===== src/rtl/dm_pkg.sv =====
// Shared types and constants for the two-port data-memory arbiter.
package dm_pkg;

  typedef enum logic [1:0] {
    StIdle   = 2'd0,
    StAccess = 2'd1,
    StDone   = 2'd2
  } dm_state_e;

  localparam int unsigned PRIO_RR    = 0;
  localparam int unsigned PRIO_FIXED = 1;
  localparam int unsigned DM_AW      = 10;
  localparam int unsigned DM_DW      = 32;

endpackage


===== src/rtl/dm_rr_pick.sv =====
// Combinational 2-way grant selector: round-robin on ties, or fixed port-0 priority.
module dm_rr_pick import dm_pkg::*; #(
  parameter int unsigned PRIO_MODE = PRIO_RR
) (
  input  logic req0_i,
  input  logic req1_i,
  input  logic last_grant_i,
  output logic gnt_valid_o,
  output logic gnt_idx_o
);

  always_comb begin
    gnt_valid_o = req0_i | req1_i;
    gnt_idx_o   = 1'b0;
    if (req0_i && req1_i) begin
      gnt_idx_o = (PRIO_MODE == PRIO_FIXED) ? 1'b0 : ~last_grant_i;
    end else if (req1_i) begin
      gnt_idx_o = 1'b1;
    end
  end

endmodule


===== src/rtl/dm_arbiter.sv =====
// Arbitrates CPU (port 0) and DMA/loader (port 1) onto the single-ported data memory.
module dm_arbiter import dm_pkg::*; #(
  parameter int unsigned PRIO_MODE = PRIO_RR,
  parameter int unsigned DW        = DM_DW
) (
  input  logic             clk,
  input  logic             rst_n,
  input  logic             req0,
  input  logic             we0,
  input  logic             bmode0,
  input  logic [11:0]      addr0,
  input  logic [DW-1:0]    wdata0,
  output logic [DW-1:0]    rdata0,
  output logic             ack0,
  output logic             err0,
  input  logic             req1,
  input  logic             we1,
  input  logic             bmode1,
  input  logic [11:0]      addr1,
  input  logic [DW-1:0]    wdata1,
  output logic [DW-1:0]    rdata1,
  output logic             ack1,
  output logic             err1,
  output logic [DM_AW-1:0] dm_addr,
  output logic [DW-1:0]    dm_din,
  output logic             dm_we,
  output logic             dm_bmode,
  output logic [1:0]       dm_bsel,
  input  logic [DW-1:0]    dm_dout
);

  dm_state_e state_q;
  logic last_grant_q;
  logic cmd_idx_q, cmd_we_q, cmd_mis_q;
  logic [DW-1:0] rdata0_q, rdata1_q;
  logic ack0_q, ack1_q, err0_q, err1_q;
  logic [DM_AW-1:0] dm_addr_q;
  logic [DW-1:0] dm_din_q;
  logic dm_we_q, dm_bmode_q;
  logic [1:0] dm_bsel_q;

  logic gnt_valid, gnt_idx;
  logic sel_we, sel_bmode, sel_mis;
  logic [11:0] sel_addr;
  logic [DW-1:0] sel_wdata, rd_val;

  dm_rr_pick #(
    .PRIO_MODE(PRIO_MODE)
  ) u_pick (
    .req0_i      (req0),
    .req1_i      (req1),
    .last_grant_i(last_grant_q),
    .gnt_valid_o (gnt_valid),
    .gnt_idx_o   (gnt_idx)
  );

  assign sel_we    = gnt_idx ? we1    : we0;
  assign sel_bmode = gnt_idx ? bmode1 : bmode0;
  assign sel_addr  = gnt_idx ? addr1  : addr0;
  assign sel_wdata = gnt_idx ? wdata1 : wdata0;
  // A word access must be 4-byte aligned; byte accesses can never misalign.
  assign sel_mis   = ~sel_bmode & (sel_addr[1:0] != 2'b00);
  assign rd_val    = (cmd_we_q | cmd_mis_q) ? '0 : dm_dout;

  always_ff @(posedge clk or negedge rst_n) begin
    if (!rst_n) begin
      state_q      <= StIdle;
      last_grant_q <= 1'b1;
      cmd_idx_q    <= 1'b0;
      cmd_we_q     <= 1'b0;
      cmd_mis_q    <= 1'b0;
      rdata0_q     <= '0;
      rdata1_q     <= '0;
      ack0_q       <= 1'b0;
      ack1_q       <= 1'b0;
      err0_q       <= 1'b0;
      err1_q       <= 1'b0;
      dm_addr_q    <= '0;
      dm_din_q     <= '0;
      dm_we_q      <= 1'b0;
      dm_bmode_q   <= 1'b0;
      dm_bsel_q    <= 2'b00;
    end else begin
      unique case (state_q)
        StIdle: begin
          if (gnt_valid) begin
            cmd_idx_q  <= gnt_idx;
            cmd_we_q   <= sel_we;
            cmd_mis_q  <= sel_mis;
            dm_addr_q  <= sel_addr[11:2];
            dm_bsel_q  <= sel_addr[1:0];
            dm_bmode_q <= sel_bmode;
            dm_din_q   <= sel_wdata;
            dm_we_q    <= sel_we & ~sel_mis;
            state_q    <= StAccess;
          end
        end
        StAccess: begin
          // Memory commits the write on this edge; the strobe must not outlive it.
          dm_we_q      <= 1'b0;
          last_grant_q <= cmd_idx_q;
          if (cmd_idx_q) begin
            rdata1_q <= rd_val;
            ack1_q   <= 1'b1;
            err1_q   <= cmd_mis_q;
          end else begin
            rdata0_q <= rd_val;
            ack0_q   <= 1'b1;
            err0_q   <= cmd_mis_q;
          end
          state_q <= StDone;
        end
        StDone: begin
          ack0_q  <= 1'b0;
          ack1_q  <= 1'b0;
          err0_q  <= 1'b0;
          err1_q  <= 1'b0;
          state_q <= StIdle;
        end
        default: state_q <= StIdle;
      endcase
    end
  end

  assign rdata0   = rdata0_q;
  assign rdata1   = rdata1_q;
  assign ack0     = ack0_q;
  assign ack1     = ack1_q;
  assign err0     = err0_q;
  assign err1     = err1_q;
  assign dm_addr  = dm_addr_q;
  assign dm_din   = dm_din_q;
  assign dm_we    = dm_we_q;
  assign dm_bmode = dm_bmode_q;
  assign dm_bsel  = dm_bsel_q;

endmodule


===== config.mk =====
export PLATFORM = sky130hd
export DESIGN_NAME = dm_arbiter
export DESIGN_NICKNAME = d
export VERILOG_FILES = /design/src/rtl/dm_pkg.sv /design/src/rtl/dm_rr_pick.sv /design/src/rtl/dm_arbiter.sv
export SDC_FILE = /design/constraint.sdc
export NUM_CORES = 1
export LEC_CHECK = 0
export BUFFER_PORTS_ARGS = -buffer_cell sky130_fd_sc_hd__buf_2
export CORE_MARGIN = 8
export CORE_UTILIZATION = 50
export DETAILED_ROUTE_END_ITERATION = 16
export GPL_ROUTABILITY_DRIVEN = 1
export GPL_TIMING_DRIVEN = 0
export PLACE_DENSITY = 0.85
export SYNTH_ARGS = -nofsm -noshare
export SYNTH_HDL_FRONTEND = slang
export SYNTH_SLANG_ARGS = --single-unit

===== constraint.sdc =====
create_clock -name clk -period 4.9 [get_ports clk]
set_input_delay 0.49 -clock clk [delete_from_list [all_inputs] [get_ports clk]]
set_output_delay 0.49 -clock clk [all_outputs]
set_load 0.05 [all_outputs]

* Word level (Yosys, flattened, before mapping)
Index checks and enable logic that the tools add are counted.
** Storage, ports and cells
- RAM bits :: 0
- Word-level logic and storage cells :: 59
- Output and inout bits :: 114
- Memory bits (read-only) :: 0
- Register bits after elaboration :: 120
- Memories :: 0
- Input bits :: 128
- Latch bits :: 0
** Operators by class
- Div/mod/pow operators :: 0
- Reductions and logical operators :: 11
- Magnitude comparators :: 0
- $mul :: 0
- Eq/ne operators :: 5
- Bitwise gates (word level) :: 8
- $add $sub $neg :: 0
- Mux-type cells :: 19
- Shift operators :: 0
** Operators by type and width (number)
- 32-bit two-way mux :: 2
- 12-bit two-way mux :: 1
- 2-bit AND reduction :: 6
- 1-bit case mux with 2 select lines :: 5
- 1-bit two-way mux :: 9
- 2-bit != test, second input constant :: 3
- 2-bit nonzero test :: 3
- 1-bit inverter :: 4
- 2-bit case mux with 2 select lines :: 1
- 1-bit bitwise AND :: 2
- 2-bit by 1-bit equality test with 1-bit output, second input constant :: 1
- 2-bit equality test, second input constant :: 1
- 2-bit zero test :: 1
- 2-bit two-way mux :: 1
- 1-bit OR :: 2
- 1-bit logical AND :: 1

* Longest topological paths before layout
- Depth after elaboration :: 9
- Gate-level depth with buffers :: 6
- Gate-level depth less buffers :: 3

* By module
Synthesis repeated with hierarchy kept, for this count alone.
** Unflattened totals
- Cells, all modules :: 487
- Area total of the unflattened synthesis :: 4986.0 um^2
** Modules (own cells, without submodules)
- dm_arbiter :: instances 1, sequential area each 3004.1 um^2, cells an instance 485, area each 4972.3 um^2
- dm_rr_pick :: instances 1, sequential area each 0.0 um^2, cells an instance 2, area each 13.8 um^2

* Worst setup path before layout
No wires, ideal clock.
- Kind :: input -> register
- Start :: in req1
- End :: reg dm_addr_q[0] (netlist: dm_addr[0])
- Required time :: 4.775 ns
- Cell stages on the path :: 5
- Path buffers :: 2
- Setup time :: 0.125 ns
- Slack :: 3.247 ns
- Data arrival time :: 1.528 ns
- Cell sequence :: a21boi_2 > buf_6 > buf_6 > mux2_4 > mux2_2
** Between the ends
- Cells in the longest elaborated chain, start to end :: 3
- Elaborated cells on any way between the ends :: 6
- Those cells by class :: mux: 3; bitwise: 1; reduce/logical: 2
** RTL lines
- from (decl) :: line dm_arbiter.sv:16 : input logic req1,
- 1-bit two-way mux / 1-bit logical AND (equally long branches) :: line dm_rr_pick.sv:17, dm_rr_pick.sv:15
- 1-bit two-way mux :: line dm_rr_pick.sv:15 : if (req0_i && req1_i) begin
- 12-bit two-way mux :: line dm_arbiter.sv:59 : assign sel_addr = gnt_idx ? addr1 : addr0;
- to (signal assigned) :: line dm_arbiter.sv:90 : dm_addr_q <= sel_addr[11:2];
- to (decl) :: line dm_arbiter.sv:37 : logic [DM_AW-1:0] dm_addr_q;
Parallel ways exist; a longest one is shown, timed or not.
A chain may end at the register's enable or synchronous reset.

* Final worst setup path
- Start :: reg state_q[0]
- End :: reg dm_addr_q[4] (netlist: dm_addr[4])
** Between the ends
- Cells in the longest elaborated chain, start to end :: 2
** RTL lines
- from (decl) :: line dm_arbiter.sv:32 : dm_state_e state_q;
- from (signal assigned) :: line dm_arbiter.sv:67 : state_q <= StIdle;
- from (signal assigned) :: line dm_arbiter.sv:95 : state_q <= StAccess;
- from (signal assigned) :: line dm_arbiter.sv:111 : state_q <= StDone;
- 2-bit zero test :: line dm_arbiter.sv:84 : unique case (state_q)
- 2-bit AND reduction (no line)
Every way passes these cells.

==> impl_results.md <==
* Share of cells above drive strength 1 at 52.95%
* Routability cong. at 0.8275
* DRT Wirelength at 15430 um
* All-Layer GR Usage at 22.43%
* Post-DP HPWL at 11790 um
* CP Buf/Inv Count at 3
* Status: complete, no violations
* Worst EP arrival at 2.18 ns
* Fill count at 755
* Cell mode on critical path: buf_6
* Final hold violations at 0
* YS warnings at 0
* RSZ-0062 raised after global routing: false
* Core region area at 0.01018 mm2
* Post-CTS Setup Inserts at 0
* Worst-skew pair later-pin latency at 0.51 ns
* Cell with the largest stage delay on the worst path: dfrtp_1
* Hold_sp: dm_dout[27]
* H-tree depth at 4
* R2R Setup Slk at 3.11 ns
* GRT Residual Overflow at 0
* Hold-critical path endpoint: rdata0[27]
* CTS root buf: clkbuf_8
* EDFF count, synth at 0
* Max-cap violations at 0
* CP peak stage delay at 0.37 ns
* Die span in y at 117.7 um
* Slew Limit Fails at 0
* DR vias/cell at 5.113
* Vias in the first global route at 4929
* Starting Density at 50.80%
* Lkg Pwr at 3.713 nW
* Syn Nets at 567
* TritonCTS clock tree: built
* Clk buf depth at 2
* Row count at 37
* Register area share after synthesis at 58.07%
* Mean post-synth cell area at 11.79 um2
* DIE WIDTH at 117.7 um
* Worst-path fanout max at 10
* WP data required at 5.29 ns
* Endpoints failing setup at 0
* Initial antenna violation count at 0
* First-pass GRT wire length at 25060 um
* # diodes at 0
* VDD IR max at 0.4319 mV
* I/O pin count at 242
* FFs w/ async S/R, synth at 100.0%
* Fin area at 0.007234 mm2
* DRT Pass-1 Iters at 4
* Dominant synthesized flop cell: dfrtp_1
* Fmax achieved at 558.7 MHz
* Worst path cell trace: buf_2 > nor2_1 > o21a_2 > buf_6 > buf_6 > mux2_4
* Area Overhead vs Synth at 39.83%
* Mapped Cells at 439
* CTS sink cnt at 120
* Clock Skew at 0.009966 ns
* Largest net degree at the start of global routing at 85
* Total power at 0.006106 W
* Crit path launch type: register
* Cell variety after synth at 27
* Clock transition at the registers of the reported paths at 0.06 ns
* Worst Reg-to-Reg Cells at 6
* Setup crit end kind: register
* DRC Markers at 0
* Period utilization at 36.53%
* R2r startpoint: state_q[0]
* DP Area at 0.006584 mm2
* WHS Path Cells at 3
* DR vias at 4336
* Slew @ Worst Pin at 0.5796 ns
* # nets final at 829
* Routed WL per cell at 18.20 um
* Final Critical Period at 1.790 ns
* # port buffers at 241
* Power density cells at 844.1 mW/mm2
* DRT iter0 DRCs at 215
* Reg-to-reg endpoint: dm_addr[4]
* Synth Register Bits at 120
* HP Class: input port to register
* Rel. slew slack at 61.36%
* TritonCTS Buffers at 17
* Die Area at 0.01386 mm2
* Delay-heaviest family, CP: buffers and inverters
* ANT nets after route at 0
* Crit Path Class: register to register
* Setup TNS at 0 ns
* Post-Syn Area at 0.005174 mm2
-- registers in the layout, summed over array words and instances, names as in the netlist --
signal and flops:
ack0 1, ack1 1, cmd_idx_q 1, cmd_mis_q 1, cmd_we_q 1, dm_addr 10
dm_bmode 1, dm_bsel 2, dm_din 32, dm_we 1, err0 1, err1 1
last_grant_q 1, rdata0 32, rdata1 32, state_q 2
-- cell families (layout without fill, tap and decap cells) --
logic type / after synthesis / in the layout / share of synthesized area (%)
compound gates: 82 / 82 / 8.488
simple gates: 110 / 110 / 8.392
flops: 120 / 120 / 58.07
buf+inv: 35 / 308 / 3.821
mux: 92 / 92 / 21.23
-- synthesized netlist by cell type (all sizes together) (2+ instances only) --
| master | n | area share, % |
|---|---|---|
| a2bb2oi | 2 | 0.34 |
| dfrtp | 119 | 58 |
| nor2 | 4 | 0.29 |
| inv | 6 | 0.44 |
| buf | 19 | 2.7 |
| clkbuf | 10 | 0.73 |
| o21bai | 2 | 0.29 |
| mux2 | 91 | 21 |
| nand2 | 100 | 7.3 |
| o21ai | 73 | 7.1 |
| o22ai | 2 | 0.24 |
-- tightest hold or removal path: stages --
cell and delay (ns):
buf_2 0.10, nand2_1 0.05, o21ai_0 0.06
-- metrics by stage --
| step | setup WS, ns | utilization (%) | hold slack, ns | cells |
|---|---|---|---|---|
| floorplan | 3.247 | - | 0.1944 | 439 |
| finish | 3.110 | 71.03 | 0.2365 | 848 |
| CTS | 3.095 | 71.03 | 0.2241 | 848 |
| global route | 3.016 | 71.03 | 0.2399 | 848 |
| detailed placement | 2.966 | 64.64 | 0.4097 | 817 |
| global placement | 1.985 | 64.31 | 0.4580 | 816 |
-- cell type report --
| cell class | count | area [um2] | area share, % |
|---|---|---|---|
| clock inverters | 8 | 167.7 | 2.318 |
| repair buffers | 243 | 1250 | 17.28 |
| flip-flops and latches | 120 | 3004 | 41.53 |
| clock buffers | 22 | 473.0 | 6.538 |
| plain buffers | 29 | 175.2 | 2.421 |
| well taps | 136 | 170.2 | 2.352 |
| inverters | 6 | 22.52 | 0.3113 |
| multi-input cells | 284 | 1972 | 27.26 |
-- power breakdown --
part           leakage, nW  internal (W)  switching (W)
sequential            1.51       0.00143       0.000236
combinational         1.89      0.000841        0.00226
clock                0.313      0.000924       0.000418
total                 3.71       0.00319        0.00291
-- how the worst max path moves through the flow --
stage	from	end	slack, ns	cells after the start
6_report	state_q[0]	dm_addr[4]	3.11	6
5_1_grt	cmd_mis_q	rdata1[31]	3.02	4
4_1_cts	state_q[0]	dm_addr[4]	3.09	6
3_5_place_dp	req1	dm_addr[4]	2.97	6
3_3_place_gp	rst_n	rdata0[0]	1.98	1
2_1_floorplan	req1	dm_addr[0]	3.25	5
-- placed cells by master (no fill, tap or decap) --
cell type	count
mux2_2	67
or3b_1	1
clkbuf_1	11
nor2b_1	1
mux2i_1	1
nand2b_1	1
bufinv_16	5
mux2_1	7
a21boi_2	1
inv_1	6
o21ai_1	11
clkinv_2	2
o21a_2	1
dlygate4sd3_1	1
nor4bb_1	1
o22ai_1	2
nor2_1	4
nand2_1	100
a32oi_1	1
clkinvlp_4	1
buf_2	251
buf_4	2
o21bai_1	2
clkbuf_16	16
dfstp_2	1
clkbuf_8	5
dfrtp_1	119
nor3_1	1
a2bb2oi_1	2
buf_6	7
nand3b_1	1
buf_16	1
mux2_4	17
o21ai_0	62
-- timing repair --
action	4_1_cts	5_1_grt
gates resized for setup	0	0
hold buffers	1	0
hold endpoints to repair	36	0
-- per-layer routing --
metal,global-route usage [%],routed length (um),vias up
met5,0,0,-
li1,-,-,2025
met1,24.28,5893,2120
met2,40.87,8306,160
met4,9.287,386,0
met3,5.564,848,31
Note: power is estimated with default switching activity, not from simulation.
